<file path="src/rtl/pokey_serout_if.sv">
// POKEY serial-out bus: CPU SEROUT write port plus shift-chain controls.
// master: CPU/cell side; slave: the sequencer.
interface pokey_serout_if #(
  parameter int DATA_BITS = 8
);
  logic                 serout_wr;
  logic [DATA_BITS-1:0] serout_data;
  logic [DATA_BITS-1:0] sr_din;
  logic                 sr_load;
  logic                 sr_shift;
  logic                 sr_lsb;

  modport master (
    output serout_wr, serout_data, sr_lsb,
    input  sr_din, sr_load, sr_shift
  );

  modport slave (
    input  serout_wr, serout_data, sr_lsb,
    output sr_din, sr_load, sr_shift
  );
endinterface

</file>
<file path="src/rtl/pokey_serout_ctrl.sv">
// POKEY serial transmit sequencer: start, DATA_BITS LSB-first, stop.
// Ports: clk, rst_n, enp, baud_tick, brk, bus (slave), sout, odn_p, xmt_done.
module pokey_serout_ctrl #(
  parameter int DATA_BITS = 8
) (
  input  logic           clk,
  input  logic           rst_n,
  input  logic           enp,
  input  logic           baud_tick,
  input  logic           brk,
  pokey_serout_if.slave  bus,
  output logic           sout,
  output logic           odn_p,
  output logic           xmt_done
);

  localparam int CW = (DATA_BITS > 1) ? $clog2(DATA_BITS) : 1;
  localparam logic [CW-1:0] LAST = CW'(DATA_BITS - 1);

  typedef enum logic [1:0] {
    IDLE,
    START,
    DATA,
    STOP
  } state_t;

  state_t               state;
  logic                 hold_full;
  logic [DATA_BITS-1:0] hold_data;
  logic [CW-1:0]        bitcnt;
  logic                 tick;
  logic                 last;
  logic                 xfer;
  logic                 line;

  assign tick = enp & baud_tick;
  assign last = (bitcnt == LAST);

  // Holding register moves into the cells from IDLE or straight out of STOP
  assign xfer = tick & hold_full &
                ((state == IDLE) | (state == STOP));

  assign bus.sr_load  = xfer;
  assign bus.sr_shift = tick & (state == DATA) & ~last;
  assign bus.sr_din   = hold_data;

  assign xmt_done = (state == IDLE) & ~hold_full;

  always_comb begin
    line = 1'b1;
    unique case (state)
      START:   line = 1'b0;
      DATA:    line = bus.sr_lsb;
      default: line = 1'b1;
    endcase
  end

  assign sout = line & ~brk;

  always_ff @(posedge clk or negedge rst_n) begin
    if (!rst_n) begin
      state     <= IDLE;
      hold_full <= 1'b0;
      hold_data <= '0;
      bitcnt    <= '0;
      odn_p     <= 1'b0;
    end else begin
      // one-clk pulse; xfer already implies enp
      odn_p <= xfer;

      // a write on the transfer edge keeps the new byte pending
      if (enp && bus.serout_wr) begin
        hold_data <= bus.serout_data;
        hold_full <= 1'b1;
      end else if (xfer) begin
        hold_full <= 1'b0;
      end

      if (tick) begin
        unique case (state)
          IDLE: begin
            if (hold_full) state <= START;
          end
          START: begin
            state  <= DATA;
            bitcnt <= '0;
          end
          DATA: begin
            if (last) state <= STOP;
            else      bitcnt <= bitcnt + CW'(1);
          end
          STOP: begin
            state <= hold_full ? START : IDLE;
          end
          default: state <= IDLE;
        endcase
      end
    end
  end

endmodule

</file>
<file path="src/flat_wrapper.sv">
// flat-port wrapper written by rule: the top's interface ports become plain ports
module pokey_serout_ctrl_flat 
#(
  parameter int DATA_BITS = 8
)
  (clk, rst_n, enp, baud_tick, brk, sout, odn_p, xmt_done, bus_serout_wr, bus_serout_data, bus_sr_lsb, bus_sr_din, bus_sr_load, bus_sr_shift);
  pokey_serout_if #(.DATA_BITS(DATA_BITS)) bus_i ();
  input  logic clk;
  input  logic rst_n;
  input  logic enp;
  input  logic baud_tick;
  input  logic brk;
  output logic sout;
  output logic odn_p;
  output logic xmt_done;
  input wire logic [$bits(bus_i.serout_wr)-1:0] bus_serout_wr;
  input wire logic [$bits(bus_i.serout_data)-1:0] bus_serout_data;
  input wire logic [$bits(bus_i.sr_lsb)-1:0] bus_sr_lsb;
  output wire logic [$bits(bus_i.sr_din)-1:0] bus_sr_din;
  output wire logic [$bits(bus_i.sr_load)-1:0] bus_sr_load;
  output wire logic [$bits(bus_i.sr_shift)-1:0] bus_sr_shift;
  assign bus_i.serout_wr = bus_serout_wr;
  assign bus_i.serout_data = bus_serout_data;
  assign bus_i.sr_lsb = bus_sr_lsb;
  assign bus_sr_din = bus_i.sr_din;
  assign bus_sr_load = bus_i.sr_load;
  assign bus_sr_shift = bus_i.sr_shift;
  pokey_serout_ctrl #(.DATA_BITS(DATA_BITS)) u_core (.clk(clk), .rst_n(rst_n), .enp(enp), .baud_tick(baud_tick), .brk(brk), .bus(bus_i), .sout(sout), .odn_p(odn_p), .xmt_done(xmt_done));
endmodule
</file>
<file path="config.mk">
export PLATFORM = sky130hd
export DESIGN_NAME = pokey_serout_ctrl_flat
export DESIGN_NICKNAME = d
export VERILOG_FILES = /design/src/rtl/pokey_serout_if.sv /design/src/rtl/pokey_serout_ctrl.sv /design/src/flat_wrapper.sv
export SDC_FILE = /design/constraint.sdc
export NUM_CORES = 1
export LEC_CHECK = 0
export BUFFER_PORTS_ARGS = -buffer_cell sky130_fd_sc_hd__buf_2
export CAP_MARGIN = 20
export CORE_MARGIN = 5
export CORE_UTILIZATION = 46
export DETAILED_ROUTE_END_ITERATION = 7
export PLACE_DENSITY = 0.76
export SLEW_MARGIN = 15
export SYNTH_ARGS = -nofsm -noshare
export SYNTH_HDL_FRONTEND = slang
export SYNTH_SLANG_ARGS = --single-unit
</file>
<file path="constraint.sdc">
create_clock -name clk -period 1.7 [get_ports clk]
set_input_delay 0.34 -clock clk [delete_from_list [all_inputs] [get_ports clk]]
set_output_delay 0.34 -clock clk [all_outputs]
set_load 0.03 [all_outputs]
</file>
==> impl_metrics.json <==
{
  "drt_iter0_drc": 5,
  "clockBufferDepth": 2,
  "synthCells": 60,
  "grt_max_degree": 16,
  "syn_nets": 82,
  "detail_route.first_pass.iterations": 2,
  "synth_largest_area_cell": "dfrtp_1",
  "final-seq-area_sq_um": 377,
  "gp_congestion": 0.819,
  "cts_tree": "built",
  "rsz0062_at_grt": "yes",
  "numPortBuffers": 27,
  "hold_violations": 0,
  "reg2reg_to": "u_core.bitcnt[1]",
  "fin_crit_ps": 1790,
  "clkLatencyLatePin_ps": 280,
  "required_ps": 1360,
  "dpl.hpwl_mm": 1.25,
  "ioPinCount": 28,
  "synth_cell_types": 18,
  "multi_input_area_sq_um": 427,
  "synth_top_area_share_pct": 50.9,
  "max-cap-violations": 0,
  "synth_seq_cells": 15,
  "p_leak_uw": 0.000549,
  "irDropWorstVdd_v": 0.00117,
  "finalMaxSlewViolations": 0,
  "min_path_type": "primary input to register",
  "cts_buffers": 3,
  "crit_fanout": 2,
  "dpl.cell_count": 105,
  "dieArea_sq_um": 2500,
  "instances_no_fill": 122,
  "worstSetupEndpointType": "output port",
  "routed_wl_mm": 1.98,
  "endpoint": "bus_sr_shift",
  "clock.fmax_ghz": 0.558,
  "synth_area_sq_um": 737,
  "max_slew_margin_pct": 74.7,
  "grt_overflow": 0,
  "worstPathArrival_ps": 1450,
  "ys_seq_area_share_pct": 50.9,
  "cts_root_buf": "clkbuf_4",
  "cp-startpoint": "u_core.bitcnt[0]",
  "antenna_left": 0,
  "worst_pin_slew_ps": 378,
  "reg2reg_setup_slack_ps": -10,
  "start_kind": "register",
  "area_delta_synth_final_pct": 55.5,
  "htree_levels": 1,
  "start_util_pct": 48.9,
  "ys_top_cells_by_area": "dfrtp_1 51%, mux2_2 12%, ha_1 12%",
  "p_per_area_nw_per_um2": 1620,
  "clk_pin_slew_worst_paths_ps": 90,
  "grt_pass1_vias": 631,
  "std_cell_rows": 14,
  "avgViaCountPerCell": 5.02,
  "core-area_sq_um": 1510,
  "avgSynthCellArea_sq_um": 12.3,
  "outcome": "finished, violations left",
  "yosysWarningCount": 0,
  "drc": 0,
  "cts.sinks": 15,
  "worstReg2RegStart": "u_core.bitcnt[0]",
  "setup_viol": 4,
  "crit_type": "register to output port",
  "fillers": 114,
  "grt_pass1_wl_mm": 2.93,
  "min_path_cells": 2,
  "die_y_um": 50.0,
  "layout.nets": 129,
  "antenna_found_initial": 0,
  "violations": "setup timing",
  "skew_ps": 4.06,
  "rr_worst_depth": 7,
  "period_share_pct": 105,
  "wl_per_cell_um": 16.2,
  "worst_slack_ps": -91.7,
  "num_antenna_cells": 0,
  "drive_gt1_share_pct": 66.0,
  "vias": 613,
  "die_x_um": 50.0,
  "final.setup.tns_ps": -211,
  "grt_usage_pct": 15.4
}
layout make-up:
cell class | count | area share (%)
Multi-Input combinational cell | 40 | 37.2
Sequential cell | 15 | 32.9
Timing Repair Buffer | 42 | 24.0
Clock buffer | 4 | 2.29
Inverter | 5 | 1.86
Tap cell | 16 | 1.75
report_power, final:
group / leakage, uW / internal [uW] / switching, uW
combinational: 0.000355 / 569 / 519
clock: 0.0000150 / 91.0 / 112
sequential: 0.000179 / 463 / 102
total: 0.000549 / 1120 / 732
synthesized netlist by cell type:
master     count
nor2_1         3
mux2_4         1
ha_1           7
inv_1          5
a21oi_2        1
nand2b_1       3
a211oi_1       1
nor3b_1        1
and2b_1        1
mux2_2         8
nor2b_1        1
nor4_1         1
nor3_2         1
a2bb2oi_1      2
dfrtp_1       15
o21ai_0        2
mux2i_1        2
nand2_1        5
metrics by stage:
| step | setup slack [ps] | util [%] | instance area, sq um | total power (uW) | hold WS (ps) |
|---|---|---|---|---|---|
| 2_1_floorplan | 23.6 | - | 747 | 1000 | 44.4 |
| 3_3_place_gp | 82.8 | 60.9 | 917 | 1170 | 263 |
| 3_5_place_dp | 84.9 | 60.9 | 917 | 1200 | 259 |
| 4_1_cts | -73.1 | 73.6 | 1110 | 1720 | 284 |
| 5_1_grt | -178 | 76.1 | 1150 | 1970 | 268 |
| 6_report | -91.7 | 76.1 | 1150 | 1860 | 286 |
timing repair:
| action | in CTS | in global routing |
|---|---|---|
| gates resized for setup | 21 | 6 |
| setup buffers | 9 | 3 |
| endpoints found under the hold margin | 15 | 0 |
| hold buffers | 1 | 0 |
| cloned | 0 | 0 |
| pin swaps | 5 | 3 |
| endpoints found under the setup margin | 4 | 4 |
worst min path at each step:
stage | start | to | slack, ps
finish | bus_serout_data[1] | u_core.bus.sr_din[1] | 290
global route | bus_serout_data[6] | u_core.bus.sr_din[6] | 270
CTS | bus_serout_data[6] | u_core.bus.sr_din[6] | 280
detailed placement | rst_n | u_core.bitcnt[0] | 260
global placement | rst_n | u_core.bitcnt[1] | 260
floorplan | rst_n | u_core.bitcnt[0] | 40
cell families (layout without fill, tap and decap cells):
| group | count (synthesis) | after routing | share of synthesized area (%) |
|---|---|---|---|
| AO/OA/AOI/OAI | 6 | 6 | 5.94 |
| adder cells (fa/ha/maj) | 7 | 7 | 11.9 |
| buffers and inverters | 5 | 51 | 2.55 |
| flip-flops | 15 | 15 | 50.9 |
| multiplexers | 11 | 11 | 17.0 |
| AND/OR/NAND/NOR | 16 | 16 | 11.7 |
sequential cells by signal, summed over array words and instances (netlist names):
| register | flops |
|---|---|
| u_core.bus.sr_din | 8 |
| u_core.bitcnt | 3 |
| u_core.state | 2 |
| u_core.hold_full | 1 |
| u_core.odn_p | 1 |
routing by layer:
layer | part of all wire [%] | wire length [um] | up-vias | global-route usage (%)
li1 | - | - | 298 | -
met1 | 38 | 760 | 301 | 16.9
met2 | 57 | 1140 | 12 | 27.2
met3 | 3.7 | 73 | 2 | 5.12
met4 | 0.40 | 8 | 0 | 5.24
met5 | 0 | 0 | - | 0
layout by cell type, fill, tap and decap left out, types with 2 or more instances in the layout:
cell type,netlist,routed
a2bb2oi_1,2,2
buf_4,0,14
mux2i_1,2,2
ha_4,0,3
mux2_2,8,8
clkbuf_4,0,3
nand2b_4,0,2
dfrtp_1,15,14
buf_6,0,4
inv_1,5,3
buf_2,0,23
ha_1,7,2
nand2_1,5,5
ha_2,0,2
critical path, stage by stage (launching register included):
cell and delay [ps]:
dfrtp_1 410, ha_2 220, ha_4 160, nand2b_4 140
nor2_4 90, buf_6 140
Note: power is estimated with default switching activity, not from simulation.
